--- config.mk ---
export PLATFORM = sky130hd
export DESIGN_NAME = risc16_program_loader
export DESIGN_NICKNAME = d
export VERILOG_FILES = /design/src/rtl/risc16_program_loader_pkg.sv /design/src/rtl/risc16_program_loader_hold_timer.sv /design/src/rtl/risc16_program_loader.sv
export SDC_FILE = /design/constraint.sdc
export NUM_CORES = 1
export LEC_CHECK = 0
export ABC_AREA = 0
export BUFFER_PORTS_ARGS = -buffer_cell sky130_fd_sc_hd__buf_2
export CAP_MARGIN = 20
export CORE_AREA = 2 2 89 91
export CTS_BUF_LIST = sky130_fd_sc_hd__clkbuf_8
export DETAILED_ROUTE_END_ITERATION = 10
export DIE_AREA = 0 0 91 93
export GPL_ROUTABILITY_DRIVEN = 1
export MAX_ROUTING_LAYER = met4
export PLACE_DENSITY = 0.82
export SLEW_MARGIN = 20
export SYNTH_ARGS = -nofsm -noshare
export SYNTH_HDL_FRONTEND = slang
export SYNTH_SLANG_ARGS = --single-unit
--- constraint.sdc ---
create_clock -name clk -period 1.8 [get_ports clk]
set_input_delay 0.09 -clock clk [delete_from_list [all_inputs] [get_ports clk]]
set_output_delay 0.09 -clock clk [all_outputs]
set_load 0.005 [all_outputs]
--- src/rtl/risc16_program_loader_pkg.sv ---
// Shared types and constants for the RiSC16 program loader.
package risc16_program_loader_pkg;

  localparam int DEFAULT_WORD_LENGTH = 16;
  localparam int HOLD_TIMER_WIDTH    = 4;

  typedef enum logic [1:0] {
    ST_IDLE = 2'd0,
    ST_LOAD = 2'd1,
    ST_HOLD = 2'd2,
    ST_RUN  = 2'd3
  } state_t;

endpackage

--- src/rtl/risc16_program_loader_hold_timer.sv ---
// Down-counter that keeps the core in reset after a load; expire is a terminal-count compare.
module risc16_hold_timer
  import risc16_program_loader_pkg::*;
#(
  parameter int WIDTH = HOLD_TIMER_WIDTH
) (
  input  logic             clk,
  input  logic             rst,
  input  logic             load,
  input  logic             count,
  input  logic [WIDTH-1:0] load_value,
  output logic             expire
);

  logic [WIDTH-1:0] remaining;

  always_ff @(posedge clk or posedge rst) begin
    if (rst) begin
      remaining <= '0;
    end else if (load) begin
      remaining <= load_value;
    end else if (count && (remaining != '0)) begin
      remaining <= remaining - 1'b1;
    end
  end

  assign expire = (remaining == '0);

endmodule

--- src/rtl/risc16_program_loader.sv ---
// Streams a program into RiSC16 instruction memory, then releases the core from reset.
//  state | meaning
//  IDLE  | core held in reset, waiting for start
//  LOAD  | accepting instruction words, one per cycle
//  HOLD  | last word written, core kept in reset for RESET_CYCLES
//  RUN   | core executing the loaded program
module risc16_program_loader
  import risc16_program_loader_pkg::*;
#(
  parameter int WORD_LENGTH  = DEFAULT_WORD_LENGTH,
  parameter int RESET_CYCLES = 2
) (
  input  logic                   clk,
  input  logic                   rst,
  input  logic                   start,
  input  logic                   abort,
  input  logic [WORD_LENGTH-1:0] load_base,
  input  logic                   in_valid,
  input  logic [WORD_LENGTH-1:0] in_data,
  input  logic                   in_last,
  output logic                   in_ready,
  output logic                   pen,
  output logic [WORD_LENGTH-1:0] addr,
  output logic [WORD_LENGTH-1:0] instr,
  output logic                   core_rst,
  output logic                   done,
  output logic                   error,
  output logic [WORD_LENGTH-1:0] word_count
);

  state_t                 state;
  logic [WORD_LENGTH-1:0] pointer;
  logic                   wrap;
  logic                   final_xfer;
  logic                   timer_load;
  logic                   timer_count;
  logic                   timer_expire;

  assign in_ready    = (state == ST_LOAD);
  assign wrap        = &pointer;
  assign final_xfer  = in_valid && (in_last || wrap);
  assign timer_load  = in_ready && !abort && final_xfer;
  assign timer_count = (state == ST_HOLD);

  risc16_hold_timer #(
    .WIDTH(HOLD_TIMER_WIDTH)
  ) u_hold_timer (
    .clk        (clk),
    .rst        (rst),
    .load       (timer_load),
    .count      (timer_count),
    .load_value (HOLD_TIMER_WIDTH'(RESET_CYCLES)),
    .expire     (timer_expire)
  );

  always_ff @(posedge clk or posedge rst) begin
    if (rst) begin
      state      <= ST_IDLE;
      pen        <= 1'b0;
      core_rst   <= 1'b1;
      done       <= 1'b0;
      error      <= 1'b0;
      addr       <= '0;
      instr      <= '0;
      word_count <= '0;
      pointer    <= '0;
    end else begin
      case (state)
        ST_IDLE, ST_RUN: begin
          if (start) begin
            state      <= ST_LOAD;
            pointer    <= load_base;
            word_count <= '0;
            error      <= 1'b0;
            pen        <= 1'b1;
            core_rst   <= 1'b1;
            done       <= 1'b0;
          end
        end
        ST_LOAD: begin
          // abort wins over a word presented on the same edge
          if (abort) begin
            state    <= ST_IDLE;
            pen      <= 1'b0;
            core_rst <= 1'b1;
          end else if (in_valid) begin
            addr       <= pointer;
            instr      <= in_data;
            pointer    <= pointer + 1'b1;
            word_count <= word_count + 1'b1;
            if (final_xfer) begin
              state <= ST_HOLD;
              if (!in_last) begin
                error <= 1'b1;
              end
            end
          end
        end
        ST_HOLD: begin
          // pen stays high through the first HOLD cycle so the last word lands
          pen <= 1'b0;
          if (timer_expire) begin
            state    <= ST_RUN;
            core_rst <= 1'b0;
            done     <= 1'b1;
          end
        end
        default: begin
          state <= ST_IDLE;
        end
      endcase
    end
  end

endmodule

; ---- Word-level counts from Yosys, hierarchy flattened
; Index checks and enable logic that the tools add are counted.
[totals]
in_bits = 38
ff_bits = 74
word_cells = 77
out_inout_bits = 53
[classes]
eq_ne = 12
bitwise_logic = 1
n_reduce_logical = 21
n_mux = 30
addsub = 3
[op_table]
columns = cell, count
row1 = $mux 16, 6
row2 = $pmux 16 s2, 2
row3 = $add 16x1->16 const B, 2
row4 = $reduce_and 16->1, 1
row5 = $ne 2x2->1 const B, 6
row6 = $mux 1, 10
row7 = $mux 2, 5
row8 = $reduce_and 3->1, 3
row9 = $mux 4, 2
row10 = $reduce_and 4->1, 2
row11 = $pmux 1 s3, 2
row12 = $pmux 2 s3, 1
row13 = $reduce_and 6->1, 1
row14 = $reduce_bool 2->1, 3
row15 = $eq 2x2->1 const B, 2
row16 = $logic_and 1x1->1, 4
row17 = $logic_not 4->1, 1
row18 = $pmux 1 s2, 2
row19 = $reduce_bool 4->1, 1
row20 = $sub 4x1->4 const B, 1
row21 = $ne 3x2->1 const B, 1
row22 = $ne 3x3->1 const B, 1
row23 = $eq 2x1->1 const B, 1
row24 = $logic_not 2->1, 1
row25 = 6 further kinds, 6

; ---- Depth between registers and ports, before layout
; Gate-level depths: netlist of run 1.
[logic_depth]
depth_word = 7
mapped_depth = 9
depth_no_buf = 6

; ---- Hierarchy
; A second synthesis of run 1 with hierarchy kept.
[hier_totals]
cells_unflattened = 432
area_unflattened_um2 = 3742.3
[modules_own_cells]
columns = module, cells_per_inst, seq_area_each_um2, area_each_um2, n_inst
row1 = risc16_program_loader, 404, 1752.9, 3480.8, 1
row2 = risc16_hold_timer, 28, 100.1, 261.5, 1

; ---- Least setup slack after synthesis of run 1
; No wires, ideal clock.
[synth_timing]
kind = register to register
start = reg state[0]
end = reg word_count[10]
path_stages_with_launch = 8
synth_period_minus_slack_ps = 1840
path_slack_ps = -40
t_required_ps = 1722
path_buffers = 1
arrival_time_ps = 1762
setup_time_ps = 78
cell_sequence = dfrtp_1 -> inv_1 -> ha_1 -> nor2b_1 -> o2111ai_2 -> buf_2 -> or3_1 -> a21oi_1
[synth_via]
elab_chain_cells = 4
word_cells_on_any_way = 10
cone_classes = 5 x eq/ne / 1 x mux / 4 x reduce/logical
[synth_lines]
columns = item, line_no
row1 = start: declaration, risc16_program_loader.sv:31  ; state_t state;
row2 = start signal: assignment, risc16_program_loader.sv:58  ; state <= ST_IDLE;
row3 = start signal: assignment, risc16_program_loader.sv:71  ; state <= ST_LOAD;
row4 = start signal: assignment, risc16_program_loader.sv:83  ; state <= ST_IDLE;
row5 = $eq 2x2->1 / $logic_not 2->1 (equally long branches), risc16_program_loader.sv:68  ; case (state)
row6 = $reduce_or 2->1, risc16_program_loader.sv:68
row7 = $ne 2x2->1 (no line) / $reduce_bool 2->1 (equally long branches), --
row8 = $reduce_and 4->1 (no line), --
row9 = end signal: assignment, risc16_program_loader.sv:90  ; word_count <= word_count + 1'b1;
row10 = end: declaration, risc16_program_loader.sv:28  ; output logic [WORD_LENGTH-1:0] word_count
; Parallel ways exist; a longest one is shown, timed or not.
; A chain may end at the register's enable or synchronous reset.

; ---- Worst setup path after layout of run 1
[layout_timing]
start = reg state[0]
end = reg pointer[15]
[layout_via]
elab_chain_cells = 4
word_cells_on_any_way = 10
cone_classes = 5 x eq/ne / 1 x mux / 4 x reduce/logical
[layout_lines]
columns = item, line_no
row1 = $eq 2x2->1 / $logic_not 2->1 (equally long branches), risc16_program_loader.sv:68
row2 = $reduce_or 2->1, risc16_program_loader.sv:68
row3 = $ne 2x2->1 (no line) / $reduce_bool 2->1 (equally long branches), --
row4 = $reduce_and 4->1 (no line), --
row5 = end signal: assignment, risc16_program_loader.sv:72  ; pointer <= load_base;
row6 = end signal: assignment, risc16_program_loader.sv:89  ; pointer <= pointer + 1'b1;
row7 = end: declaration, risc16_program_loader.sv:32  ; logic [WORD_LENGTH-1:0] pointer;
; Parallel ways exist; a longest one is shown, timed or not.

==> results of run 1 <==
## per-layer routing
metal  part of all wire, %  up-vias  wire length [µm]
met1                    41     1766              4250
met3                   5.0       22               518
li1                      -     1736                 -
met5                     0        -                 0
met4                   1.9        0               199
met2                    52      132              5450
## repair_timing
action,4_1_cts,5_1_grt
setup buffers,4,7
setup endpoints to repair,55,56
endpoints found under the hold margin,89,0
hold buffers,17,0
pin swaps,13,8
cloned,1,1
gates resized for setup,14,31
## through the flow
stage,hold slack [ns],TNS (ns),worst slack (ns)
floorplan,0.195,-0.0145,-0.00484
global placement,0.230,-0.0597,-0.0163
detailed placement,0.230,-1.55,-0.0912
CTS,0.0312,-0.0143,-0.00721
global route,0.0797,-2.70,-0.170
finish,0.0346,-1.11,-0.133
## flip-flops by register name, indices dropped and copies added, names as in the netlist
signal / flops
pen: 1
core_rst: 1
done: 1
word_count: 16
addr: 16
state: 2
pointer: 16
error: 1
instr: 16
u_hold_timer.remaining: 4
## kinds of logic (layout without fill, tap and decap cells)
logic type      Yosys count  count (layout)
simple gates            200             200
compound gates           93              93
flops                    74              74
buf+inv                  37             178
fa+ha+maj                 5               5
xor+xnor                  5               5
mux                       2               2
## power by group through the flow
stage	sequential (mW)	clock, mW	combinational, mW
after floorplan	2.82	0	1.84
after global placement	2.77	0	2.99
after detailed placement	2.81	0	3.10
after CTS	2.79	1.30	3.34
after global routing	2.90	1.38	4.02
final	2.82	1.29	3.67
## Yosys cell counts, drive strengths merged, types with 2 or more instances
library cell	count
nor4	2
clkbuf	12
a21oi	35
o211ai	3
and3	4
nor2	9
nor3	3
mux2i	2
o22ai	6
and4	7
nand3b	3
buf	13
ha	5
nand4	12
a211o	2
dfrtp	73
inv	12
nor2b	3
nand2b	4
nor3b	3
o31ai	5
nand2	115
xor2	3
xnor2	2
o21a	2
o21ai	27
nand3	16
or3	10
or4	2
a2bb2oi	4
and3b	2
## critical path, stage by stage (launching register included)
cell and delay [ns]:
dfrtp_1 0.38, inv_1 0.11, ha_4 0.31, buf_4 0.14, and3b_2 0.24, a21oi_4 0.05
o41a_1 0.38, nor3_2 0.23
## final timing paths
kind,startpoint,to
hold / removal,load_base[1],pointer[1]
max in group asynchronous,rst,core_rst
min in group asynchronous,rst,word_count[6]
setup / recovery,state[0],pointer[15]
hold reg to reg,addr[4],addr[4]
setup reg to reg,state[0],pointer[15]
## layout make-up
class,instances,area share [%]
clock inverter,3,0.792
sequential,74,36.7
tap,102,2.52
multi-input combinational,305,35.7
clock buffer,11,2.99
timing repair buffer,152,20.4
inverter,12,0.965
==> flow_summary.toml, run 1 <==
[layout]
regArea_um2 = 1850
n_antenna_cell = 0
fin_nets = 597
final_cell_area_um2 = 5060
nFillCells = 618
fin_cells = 659
utilization_pct = 67.2
mostFrequentLayoutCell = "nand2_1"
drive_gt1_share_pct = 32.7
final_cell_mix = "nand2_1 (114), buf_2 (91), dfrtp_1 (72), buf_4 (31), a21oi_1 (29)"
multi_input_area_um2 = 1810
syn_to_final_growth_pct = 37.4

[sta]
slew_viol_final = 0
setup_viol = 20
finalWorstSetupSlack_ns = -0.133
hold_violations = 0
fin_crit_ns = 1.93
fmax_mhz = 517
rsz0062_at_grt = "yes"
skew_ns = 0.00766
worstMarginPinSlew_ns = 0.416
relSlewSlack_pct = 72.2
min_period_over_period_pct = 107

[critical_path]
r2r_cells = 7
critPathKind = "reg -> reg"
end_kind = "register"
critPathRequiredTime_ns = 2.06
worstPathArrival_ns = 2.19
start_kind = "register"
crit_path_max_fanout = 5
r2r_slack_ns = -0.13

[power]
seq_power_share_pct = 36.2
combPwrFrac_pct = 47.2
netSwitchingFraction_pct = 39.2
powerDensity_nw_per_um2 = 1540
clkPwrFrac_pct = 16.6
switchingPower_mw = 3.04
vdd_ir_drop_max_v = 0.000674
p_leak_nw = 2.47
finalPower_mw = 7.77
p_int_mw = 4.73

[logic_synthesis]
synth_cell_type_count = 52
synth_mux_area_share_pct = 0.544
synthArstFlopShare_pct = 100
yosys_most_used_dff = "dfrtp_1"
yosysTopAreaCellShare_pct = 49.6
ys_seq_elements = 74
synthXorXnorAreaFrac_pct = 1.19
synthSimpleGateAreaFrac_pct = 26.2
yosys_warnings = 0
syn_area_per_cell_um2 = 8.85
synth_top_area_cell = "dfrtp_1"
synthCells = 416
synth-compound-area-share_pct = 15.6
ys_seq_area_share_pct = 50.3
synth_nets = 459
synth_top_family_by_area = "simple AND/OR/NAND/NOR gates"
synth-adder-area-share_pct = 1.70
ys_top_cells_by_area = "dfrtp_1 (50%), nand2_1 (12%), a21oi_1 (4.6%), o21ai_0 (3.5%), nand3_1 (2.0%)"
synth_edf_count = 0
syn_area_um2 = 3680

[grt]
grt_max_degree = 75
antenna_found_initial = 0
overflow = 0
grt_use_total_pct = 24.0
use_met2_pct = 39.6
grt_pass1_wl_um = 15800
grtUsageMet3_pct = 3.30
grt_busiest_layer = "met2"
met1_usage_pct = 30.2
grt_pass1_vias = 3367

[placed_design]
numPlacedInstances = 615
dpl.hpwl_um = 6440
dpl-instance-area_um2 = 4400
place_congestion = 0.851
io_buffers = 90

[hold_path]
holdPathStages = 3
hold_class = "in -> reg"

[die]
ioPinCount = 91
core_area_um2 = 7530
die-area_um2 = 8460
std_cell_rows = 32
die_x_um = 91
start_util_pct = 48.9
die_h_um = 93

[route]
first_pass_iters = 5
drt-initial-drc-count = 244
num_vias = 3656
viasPerCell = 5.55
wl_per_cell_um = 15.8
drtAntennaViolNets = 0
wirelength_um = 10400
drcViolationCount = 0

[clocking]
numCtsBuffers = 9
insertion_delay_ns = 0.35
cts_root_buffer = "clkbuf_8"
clockBufferDepth = 2
cts.sinks = 74
path_clk_slew_ns = 0.08
htree_levels = 3
cts_tree = "done"

[flow_run]
max-cap-violations = 0

[run_status]
failed_checks = "setup timing"
status = "finished, violations left"
Note: power is estimated with default switching activity, not from simulation.
==> run 2: changes to the inputs <==
==> constraint.sdc (replaced) <==
create_clock -name clk -period 1.8 [get_ports clk]
set_input_delay 0.09 -clock clk [delete_from_list [all_inputs] [get_ports clk]]
set_output_delay 0.09 -clock clk [all_outputs]
set_load 0.1 [all_outputs]
==> flow_summary.toml, run 2 (synthesis results as in run 1) <==
[run_status]
status = "finished, violations left"
failed_checks = "setup timing"

[critical_path]
crit_path_max_fanout = 11
critPathMostFrequentCell = "buf_6"
start_kind = "register"
end_kind = "register"
critPathRequiredTime_ns = 2.08
max_stage_delay_ns = 0.40
path_cells = "buf_6 -> inv_4 -> ha_4 -> and3b_2 -> o2111ai_2 -> buf_6 -> or3_4 -> a21oi_2"
critPathKind = "reg -> reg"
crit_family = "simple AND/OR/NAND/NOR gates"
crit_slowest_cell = "dfrtp_1"
worstPathArrival_ns = 2.17
cp_num_buf_inv = 3

[flow_run]
max-cap-violations = 0

[route]
viasPerCell = 5.55
drtAntennaViolNets = 0
drt-initial-drc-count = 232
wl_per_cell_um = 16.3
drcViolationCount = 0
wirelength_um = 10800
num_vias = 3672
first_pass_iters = 4

[clocking]
insertion_delay_ns = 0.36
cts_root_buffer = "clkbuf_8"
clockBufferDepth = 2
path_clk_slew_ns = 0.08
htree_levels = 3
numCtsBuffers = 9
cts.sinks = 74
cts_tree = "done"

[layout]
nFillCells = 607
n_antenna_cell = 0
final_cell_mix = "nand2_1 (114), buf_2 (90), dfrtp_1 (60), buf_4 (33), o21ai_0 (23)"
syn_to_final_growth_pct = 40.3
fin_nets = 598
mostFrequentLayoutCell = "nand2_1"
drive_gt1_share_pct = 37.1

[die]
die-area_um2 = 8460
die_h_um = 93
ioPinCount = 91
core_area_um2 = 7530
start_util_pct = 48.9
die_x_um = 91
std_cell_rows = 32

[sta]
fin_crit_ns = 1.89
hold_violations = 0
rsz0062_at_grt = "yes"
min_period_over_period_pct = 105
skew_ns = 0.0101
slew_viol_final = 0
setup_viol = 14
fmax_mhz = 530
relSlewSlack_pct = 67.5
finalWorstSetupSlack_ns = -0.0857
tns_ns = -0.761
worstMarginPinSlew_ns = 0.481

[grt]
antenna_found_initial = 0
grt_pass1_wl_um = 16400
grt_pass1_vias = 3470
grt_use_total_pct = 24.9
grt_max_degree = 75
overflow = 0

[placed_design]
io_buffers = 90
dpl.hpwl_um = 6470
place_congestion = 0.824

[hold_path]
hold_class = "in -> reg"
## run 2: cell types whose count changed in the layout (fill, tap and decap cells not counted), sizes merged
cell / change
clkinv: +1
clkinvlp: +1
inv: +1
## run 2: path summary, 6_finish.rpt
path	from	endpoint	slack, ns	cells past startpoint
max reg2reg	state[1]	word_count[12]	-0.09	8
min	load_base[4]	pointer[4]	0.05	3
max	state[1]	word_count[12]	-0.09	8
min reg2reg	instr[8]	instr[8]	0.47	2
min in group asynchronous	rst	instr[0]	0.37	4
max in group asynchronous	rst	word_count[4]	1.08	4
## run 2: repair_timing
item                                   CTS  global route
hold buffers                            17             0
buffers inserted                         6             8
cloned                                   0             3
setup endpoints to repair               22            37
pin swaps                                4             7
resized for setup                       12            35
endpoints found under the hold margin   89             0
## run 2: cell type report
class                   count  area (µm²)  share of cell area, %
repair buffers            153        1060                   20.6
multi-input cells         305        1840                   35.7
flip-flops and latches     74        1880                   36.3
well taps                 102         128                   2.47
clock inverters             6        65.1                   1.26
clock buffers              10         138                   2.67
inverters                  12        51.3                  0.993
## run 2: per-stage QoR
step / setup slack (ns) / hold slack [ns] / util, % / std cells / instance area [µm²]
2_1_floorplan: -0.154 / 0.195 / - / 416 / 3770
3_3_place_gp: -0.0980 / 0.234 / 59.2 / 612 / 4450
3_5_place_dp: -0.178 / 0.237 / 59.2 / 612 / 4450
4_1_cts: -0.0256 / 0.0195 / 65.6 / 651 / 4930
5_1_grt: -0.143 / 0.0566 / 68.6 / 662 / 5160
6_report: -0.0857 / 0.0462 / 68.6 / 662 / 5160
## run 2: metal layers
| layer | track usage [%] | vias to the layer above | wire length, µm | part of all wire (%) |
|---|---|---|---|---|
| met5 | - | - | 0 | 0 |
| met4 | 11.2 | 0 | 207 | 1.9 |
| met3 | 3.14 | 16 | 418 | 3.9 |
| met2 | 41.9 | 110 | 5630 | 52 |
| met1 | 30.3 | 1809 | 4560 | 42 |
| li1 | - | 1737 | - | - |
## run 2: worst min-delay path, cell delays in order
cell	delay (ns)
buf_2	0.07
o21ai_0	0.07
a21oi_1	0.13
Power of run 2 is left out: the tool's default activity adds up to more than one toggle a clock period on the data nets, which glitch-free logic cannot reach.
